`src/rtl/conv3_ctrl_pkg.sv`:
```
// Shared types and sizing for the 3-tap convolution sequencer.
package conv3_ctrl_pkg;

  localparam int ACC_W       = 28;
  localparam int ADDR_W      = 16;
  localparam int BEAT_W      = 10;
  localparam int TAPS_PER_CH = 3;

  typedef enum logic [2:0] {
    S_IDLE    = 3'd0,
    S_CLEAR   = 3'd1,
    S_RUN     = 3'd2,
    S_DRAIN   = 3'd3,
    S_CAPTURE = 3'd4,
    S_OUT     = 3'd5
  } state_e;

  // 255 channels * 3 taps = 765 still fits the 10-bit beat counter.
  function automatic logic [BEAT_W-1:0] beats_for(input logic [7:0] n);
    return BEAT_W'(n) * BEAT_W'(TAPS_PER_CH);
  endfunction

endpackage

```
`src/rtl/conv3_addr_gen.sv`:
```
// Beat/phase counters and activation/weight read-address generation.
module conv3_addr_gen
  import conv3_ctrl_pkg::*;
(
  input  logic              clk_i,
  input  logic              rst,
  input  logic              init,
  input  logic              load,
  input  logic              step,
  input  logic [7:0]        num_ch_i,
  input  logic [ADDR_W-1:0] act_base_i,
  input  logic [ADDR_W-1:0] wgt_base_i,
  output logic [1:0]        phase_o,
  output logic              last_o,
  output logic              zero_o,
  output logic [ADDR_W-1:0] act_addr_o,
  output logic [ADDR_W-1:0] wgt_addr_o
);

  logic [BEAT_W-1:0] n_beats_q, n_beats_d;
  logic [BEAT_W-1:0] beat_q, beat_d;
  logic [1:0]        phase_q, phase_d;
  logic [ADDR_W-1:0] act_base_q, act_base_d;
  logic [ADDR_W-1:0] wgt_base_q, wgt_base_d;
  logic [ADDR_W-1:0] act_addr_q, act_addr_d;
  logic [ADDR_W-1:0] wgt_addr_q, wgt_addr_d;

  always_comb begin
    n_beats_d  = n_beats_q;
    beat_d     = beat_q;
    phase_d    = phase_q;
    act_base_d = act_base_q;
    wgt_base_d = wgt_base_q;
    act_addr_d = act_addr_q;
    wgt_addr_d = wgt_addr_q;
    if (init) begin
      n_beats_d  = beats_for(num_ch_i);
      act_base_d = act_base_i;
      wgt_base_d = wgt_base_i;
      beat_d     = '0;
      phase_d    = '0;
    end
    if (load) begin
      act_addr_d = act_base_q;
      wgt_addr_d = wgt_base_q;
    end
    // Addresses track base+beat by incrementing; 16-bit wrap is natural.
    if (step) begin
      beat_d     = beat_q + 1'b1;
      phase_d    = (phase_q == 2'd2) ? 2'd0 : phase_q + 2'd1;
      act_addr_d = act_addr_q + 1'b1;
      wgt_addr_d = wgt_addr_q + 1'b1;
    end
  end

  always_ff @(posedge clk_i) begin
    if (rst) begin
      n_beats_q  <= '0;
      beat_q     <= '0;
      phase_q    <= '0;
      act_base_q <= '0;
      wgt_base_q <= '0;
      act_addr_q <= '0;
      wgt_addr_q <= '0;
    end else begin
      n_beats_q  <= n_beats_d;
      beat_q     <= beat_d;
      phase_q    <= phase_d;
      act_base_q <= act_base_d;
      wgt_base_q <= wgt_base_d;
      act_addr_q <= act_addr_d;
      wgt_addr_q <= wgt_addr_d;
    end
  end

  assign phase_o    = phase_q;
  assign last_o     = (beat_q == n_beats_q - 1'b1);
  assign zero_o     = (n_beats_q == '0);
  assign act_addr_o = act_addr_q;
  assign wgt_addr_o = wgt_addr_q;

endmodule

```
`src/rtl/conv3_seq_ctrl.sv`:
```
// Job sequencer for a 3-tap-per-channel convolution datapath: issues beats,
// aligns accumulate strobes to the 1-cycle memory latency, hands off result.
module conv3_seq_ctrl
  import conv3_ctrl_pkg::*;
(
  input  logic                    clk_i,
  input  logic                    rst,
  input  logic                    start,
  input  logic [7:0]              num_ch,
  input  logic [ADDR_W-1:0]       act_base,
  input  logic [ADDR_W-1:0]       wgt_base,
  output logic [ADDR_W-1:0]       act_addr,
  output logic [ADDR_W-1:0]       wgt_addr,
  output logic                    acc_clr,
  output logic                    acc_we,
  output logic [1:0]              sel,
  input  logic signed [ACC_W-1:0] acc_i,
  output logic signed [ACC_W-1:0] res_o,
  output logic                    res_valid,
  input  logic                    res_ready,
  output logic                    busy
);

  state_e state_q, state_d;

  logic       ag_init, ag_load, ag_step;
  logic [1:0] phase;
  logic       last_beat, zero_job;

  logic                    acc_we_q, acc_we_d;
  logic [1:0]              sel_q, sel_d;
  logic signed [ACC_W-1:0] res_q, res_d;

  conv3_addr_gen u_addr_gen (
    .clk_i      (clk_i),
    .rst        (rst),
    .init       (ag_init),
    .load       (ag_load),
    .step       (ag_step),
    .num_ch_i   (num_ch),
    .act_base_i (act_base),
    .wgt_base_i (wgt_base),
    .phase_o    (phase),
    .last_o     (last_beat),
    .zero_o     (zero_job),
    .act_addr_o (act_addr),
    .wgt_addr_o (wgt_addr)
  );

  always_ff @(posedge clk_i) begin
    if (rst) state_q <= S_IDLE;
    else     state_q <= state_d;
  end

  always_comb begin
    state_d = state_q;
    case (state_q)
      S_IDLE:    if (start) state_d = S_CLEAR;
      S_CLEAR:   state_d = zero_job ? S_CAPTURE : S_RUN;
      S_RUN:     if (last_beat) state_d = S_DRAIN;
      S_DRAIN:   state_d = S_CAPTURE;
      S_CAPTURE: state_d = S_OUT;
      S_OUT:     if (res_ready) state_d = S_IDLE;
      default:   state_d = S_IDLE;
    endcase
  end

  always_comb begin
    busy      = (state_q != S_IDLE);
    acc_clr   = (state_q == S_CLEAR);
    res_valid = (state_q == S_OUT);
    ag_init   = (state_q == S_IDLE) && start;
    ag_load   = (state_q == S_CLEAR) && !zero_job;
    ag_step   = (state_q == S_RUN) && !last_beat;
  end

  // Strobe and tap select lag the issued beat by the memory read latency.
  always_comb begin
    acc_we_d = (state_q == S_RUN);
    sel_d    = (state_q == S_RUN) ? phase : 2'd0;
    res_d    = (state_q == S_CAPTURE) ? acc_i : res_q;
  end

  always_ff @(posedge clk_i) begin
    if (rst) begin
      acc_we_q <= 1'b0;
      sel_q    <= 2'd0;
      res_q    <= '0;
    end else begin
      acc_we_q <= acc_we_d;
      sel_q    <= sel_d;
      res_q    <= res_d;
    end
  end

  assign acc_we = acc_we_q;
  assign sel    = sel_q;
  assign res_o  = res_q;

endmodule
```
`config.mk`:
```
export PLATFORM = sky130hd
export DESIGN_NAME = conv3_seq_ctrl
export DESIGN_NICKNAME = d
export VERILOG_FILES = /design/src/rtl/conv3_ctrl_pkg.sv /design/src/rtl/conv3_addr_gen.sv /design/src/rtl/conv3_seq_ctrl.sv
export SDC_FILE = /design/constraint.sdc
export NUM_CORES = 1
export LEC_CHECK = 0
export CAP_MARGIN = 10
export CORE_MARGIN = 3
export CORE_UTILIZATION = 54
export DETAILED_ROUTE_END_ITERATION = 12
export PLACE_DENSITY = 0.95
export SLEW_MARGIN = 30
export SYNTH_ARGS = -nofsm -noshare
export SYNTH_HDL_FRONTEND = slang
export SYNTH_SLANG_ARGS = --single-unit
export TNS_END_PERCENT = 10
```
`constraint.sdc`:
```
create_clock -name clk_i -period 4.4 [get_ports clk_i]
set_input_delay 0.66 -clock clk_i [delete_from_list [all_inputs] [get_ports clk_i]]
set_output_delay 0.66 -clock clk_i [all_outputs]
set_load 0.05 [all_outputs]
```
# == Yosys cells after proc, flatten, opt, wreduce, memory -nomap -nowiden ==
# Index checks and enable logic that the tools add are counted.
# op_classes
addsub,5
shift,0
mul,1
n_bitwise,1
n_div,0
eq_ne,10
n_mux,14
n_lt_le_gt_ge,0
n_reduce_logical,12
# ops
cell,n
16-bit two-way mux,4
"16-bit by 1-bit adder with 16-bit output, second input constant",2
10-bit two-way mux,2
3-bit one-hot mux with 6 select lines,1
3-bit two-way mux,4
"10-bit by 1-bit adder with 10-bit output, second input constant",1
10-bit == test,1
10-bit logical NOT,1
"8-bit by 2-bit multiplier with 10-bit output, second input constant",1
"10-bit by 1-bit subtractor with 10-bit output, second input constant",1
"3-bit by 2-bit == test with 1-bit output, second input constant",2
"3-bit == test, second input constant",2
2-bit two-way mux,3
"2-bit inequality test, second input constant",2
2-bit nonzero test,2
"3-bit by 1-bit == test with 1-bit output, second input constant",1
1-bit logical AND,3
3-bit logical NOT,1
3-bit AND reduction,1
3-bit nonzero test,1
"2-bit by 1-bit adder with 2-bit output, second input constant",1
"2-bit == test, second input constant",1
1-bit logical NOT,2
"2-bit by 1-bit inequality test with 1-bit output, second input constant",1
2 further kinds,2
# word_totals
ramBits,0
inputBits,72
latch_bits,0
mem_bits_ro,0
reg_bits,120
mem_count,0

# == Depth between registers and ports, before layout ==
# depth
depth_word,5
ltp_mapped,13
depth_no_buf,10

# == By module ==
# A second synthesis with hierarchy kept.
# hier_totals
hier_cells,682
hier_area_um2,5670.4
# by_module_without_submodules
module,cells_each,instances,area_each_um2
conv3_addr_gen,530,1,4403.0
conv3_seq_ctrl,152,1,1267.5

# == Least setup slack after synthesis ==
# Ideal clock, no wire load.
# synth_path
path_kind,register -> register
from,reg state_q[0]
to,"reg u_addr_gen.act_addr_q[11], in the netlist u_addr_gen.act_addr_o[11]"
setup_slack_ps,1225
arrival_ps,3053
required_ps,4278
period_less_slack_ps,3175
path_stages_with_launch,8
setup_time_ps,122
path_cell_list,dfxtp_1 > clkbuf_1 > nor3b_1 > o31a_1 > nor2_1 > a31oi_1 > nor2_1 > a221o_1
# synth_via
elab_chain_cells,3
# synth_lines
item,line_no,source
"start, declared",conv3_seq_ctrl.sv:24,"state_e state_q, state_d;"
"start signal, assigned",conv3_seq_ctrl.sv:52,else state_q <= state_d;
3-bit by 1-bit == test with 1-bit output,--,
net acc_clr,conv3_seq_ctrl.sv:14,"output logic acc_clr,"
1-bit logical AND,conv3_seq_ctrl.sv:73,ag_load = (state_q == S_CLEAR) && !zero_job;
2-bit nonzero test (no line),--,
"end signal, assigned",conv3_addr_gen.sv:71,act_addr_q <= act_addr_d;
"end, declared",conv3_addr_gen.sv:25,"logic [ADDR_W-1:0] act_addr_q, act_addr_d;"
# The timed path passes the listed nets, and every way through them passes these cells.
# A chain may end at the register's enable or synchronous reset.

# == Worst setup path in the final report ==
# layout_path
from,reg u_addr_gen.n_beats_q[0]
to,reg u_addr_gen.beat_q[7]
# layout_via
elab_chain_cells,5
# layout_lines
item,line_no,source
"start, declared",conv3_addr_gen.sv:20,"logic [BEAT_W-1:0] n_beats_q, n_beats_d;"
"start signal, assigned",conv3_addr_gen.sv:66,n_beats_q <= n_beats_d;
10-bit by 1-bit subtractor with 10-bit output *,conv3_addr_gen.sv:77,assign last_o = (beat_q == n_beats_q - 1'b1);
10-bit == test *,conv3_addr_gen.sv:77,
1-bit logical NOT *,conv3_seq_ctrl.sv:74,ag_step = (state_q == S_RUN) && !last_beat;
1-bit logical AND *,conv3_seq_ctrl.sv:74,
10-bit two-way mux / 2-bit nonzero test (equally long branches),--,
"end signal, assigned",conv3_addr_gen.sv:67,beat_q <= beat_d;
"end, declared",conv3_addr_gen.sv:21,"logic [BEAT_W-1:0] beat_q, beat_d;"
# Every way passes the cells marked *; elsewhere a longest branch is shown, timed or not.

==> out/metrics.cfg <==
[cts]
clkSinkCount=120
cts_tree=yes
cts_buffer_depth=2
cts_resized=0
clk_pin_slew_worst_paths_ns=0.06
clockRootBuffer=clkbuf_8
htree_levels=4
cts_setup_buffers=0
clkLatencyLatePin_ns=0.52
cts_buffers=17
ctsHoldBuffers=0

[finish]
final_area_um2=7840
drive_above_1_share_pct=7.58
seq_area_um2=2400
layout.nets=931
fin_util_pct=75.2
syn_to_final_growth_pct=34.4
multi_input_area_um2=3160
fillers=684
fin_cells=993
diodes=0

[pwr]
leakagePower_nw=2.85
total_power_mw=3.85
ir_worst_vdd_mv=0.358
powerDensity_nw_per_um2=491

[synth]
yosys.area.top_type=dfxtp_1
ys_warn_count=0
synth_nets=813
yosysUniqueCellTypes=73
syn_area_um2=5830
synth_flop_cell=dfxtp_1
yosysSeqAreaShare_pct=41.2
synth-async-reset-ratio_pct=0
synth_edf_count=0
synthTopCellsByArea=dfxtp_1 (41%), nand2_1 (11%), a21oi_1 (7.6%)
syn-mean-instance-area_um2=8.02
synth_seq_cells=120
netlist.area_leader.share_pct=41.2
synthCells=727

[sta]
period_share_pct=74.0
hold_viol_final=0
min_period_ns=3.25
maxSlewViolCount=0
worst_pin_slew_ns=0.955
fmax_ghz=0.307
setup_viol=0
fin_worst_skew_ns=0.0105
rsz0062_at_grt=no
slew_headroom_pct=36.0
setup_tns_ns=0

[floorplanning]
core_area_um2=10400
die_h_um=110
die_x_um=110
ios=138
initial_core_util_pct=56.0
dieArea_um2=12100
rows=37

[placed_design]
placed_area_um2=7250
port_buffers=137
hpwl_mm=11.0
gp_congestion=0.911
dp_cells=962

[status]
outcome=finished clean

[detailed_routing]
routed_wl_mm=17.1
first_pass_iters=5
avgViaCountPerCell=6.07
antenna_left=0
drc=0
drt_iter0_drc=541
post_drt_wl_per_cell_um=17.3
vias=6028

[worst_setup_path]
crit_chain=inv_1, ha_1, o21bai_1, a311oi_1, a2111oi_2, nor2_1, a21oi_2, buf_4, nor3_4, a211o_1
start_kind=flop
critical-path-top-delay-family=compound AO/OA/AOI/OAI gates
crit_fanout=14
required_ns=4.79
critical_path.endpoint_type=flop
slowest_delay_ns=0.62
arrival_ns=3.65
slowest_stage=a21oi_2
critPathBufInv=2
crit_type=flop to flop

[global_routing]
overflow=0
antenna_found_initial=0
grt_pass1_vias=5747
grt_pass1_wl_mm=27.3
grt_max_degree=78
track_usage_pct=28.5

[flow_run]
drv_cap=0

[worst_hold_path]
hold_path.class=flop to flop

==> worst min-delay path: stages, from the launching register on <==
cell	delay (ns)
dfxtp_1	0.31
nand2_1	0.05
a21oi_1	0.05
==> placed cells by master (no fill, tap or decap), types with 6 or more instances in the layout <==
| master | n |
|---|---|
| clkbuf_16 | 16 |
| nor4_1 | 7 |
| buf_4 | 12 |
| a32oi_1 | 8 |
| o21ai_0 | 12 |
| nand2_1 | 166 |
| xor2_1 | 11 |
| a21oi_1 | 89 |
| nand3_1 | 30 |
| or3_1 | 10 |
| nor3_1 | 13 |
| ha_1 | 13 |
| a211o_1 | 6 |
| clkdlybuf4s50_1 | 136 |
| nor2_1 | 23 |
| a211oi_1 | 8 |
| a31oi_1 | 16 |
| o211ai_1 | 9 |
| xnor2_1 | 10 |
| dfxtp_1 | 120 |
| inv_1 | 17 |
| and3_1 | 18 |
==> metrics by stage <==
step                setup slack (ns)  hold slack (ns)
finish                          1.15            0.454
global route                   0.914            0.467
CTS                             1.18            0.453
detailed placement              1.24            0.445
global placement                1.29            0.438
floorplan                       1.22            0.431
==> report_power, final <==
part	switching [mW]	internal [mW]	leakage, nW
Clock	0.505	0.872	0.272
Sequential	0.134	1.20	0.975
Combinational	0.730	0.402	1.60
Total	1.37	2.48	2.85
==> cell families after synthesis <==
| logic type | count (synthesis) | share of synthesized area (%) |
|---|---|---|
| AO/OA/AOI/OAI | 195 | 21.9 |
| XOR/XNOR | 21 | 3.16 |
| adder cells (fa/ha/maj) | 14 | 3.13 |
| buffers and inverters | 67 | 4.74 |
| flip-flops | 120 | 41.2 |
| multiplexers | 4 | 0.751 |
| AND/OR/NAND/NOR | 306 | 25.1 |
==> final timing paths <==
kind                                           startpoint                         to  slack [ns]  depth (start not counted)
worst max-delay path              u_addr_gen.n_beats_q[0]       u_addr_gen.beat_q[7]        1.15                         10
worst min-delay path            u_addr_gen.wgt_base_q[13]  u_addr_gen.wgt_base_q[13]        0.45                          2
worst max register to register    u_addr_gen.n_beats_q[0]       u_addr_gen.beat_q[7]        1.15                         10
worst min register to register  u_addr_gen.wgt_base_q[13]  u_addr_gen.wgt_base_q[13]        0.45                          2
==> flip-flops by register name (all words and copies together), names as in the netlist <==
name	cells
acc_we	1
res_o	28
sel	2
state_q	3
u_addr_gen.act_addr_o	16
u_addr_gen.act_base_q	16
u_addr_gen.beat_q	10
u_addr_gen.n_beats_q	10
u_addr_gen.phase_o	2
u_addr_gen.wgt_addr_o	16
u_addr_gen.wgt_base_q	16
==> routing by layer <==
layer  global-route usage (%)  vias up  share of wire, %
li1                         -     2829                 -
met1                     34.3     2810                38
met2                     47.8      328                50
met3                     6.93       61               9.3
met4                     13.4        0               3.0
met5                        0        -                 0
==> synthesized netlist by cell type (all sizes together) (3+ instances only) <==
library cell and n:
nor3 14, a22o 3, o31a 3, a211o 6, a32oi 8, inv 17
xnor2 10, ha 13, buf 13, or2 6, dfxtp 120, a31oi 16
nor2b 3, o211ai 9, o21ai 14, nand4 3, a21oi 90, clkbuf 36
nor4 10, and2 4, a22oi 4, nor3b 3, nor2 23, a211oi 8
a21o 3, nand2b 3, mux2 3, o21bai 3, xor2 11, or4 3
nand2 166, a311oi 3, a221oi 6, or3 10, nand3 30, and3 18
==> area by class of cell <==
cell class / count / share of cell area, %
well taps: 136 / 2.17
repair buffers: 148 / 18.5
multi-input cells: 540 / 40.3
clock inverters: 12 / 1.93
clock buffers: 19 / 5.51
inverters: 18 / 0.862
flip-flops and latches: 120 / 30.7
(Power assumes the default switching activity.)
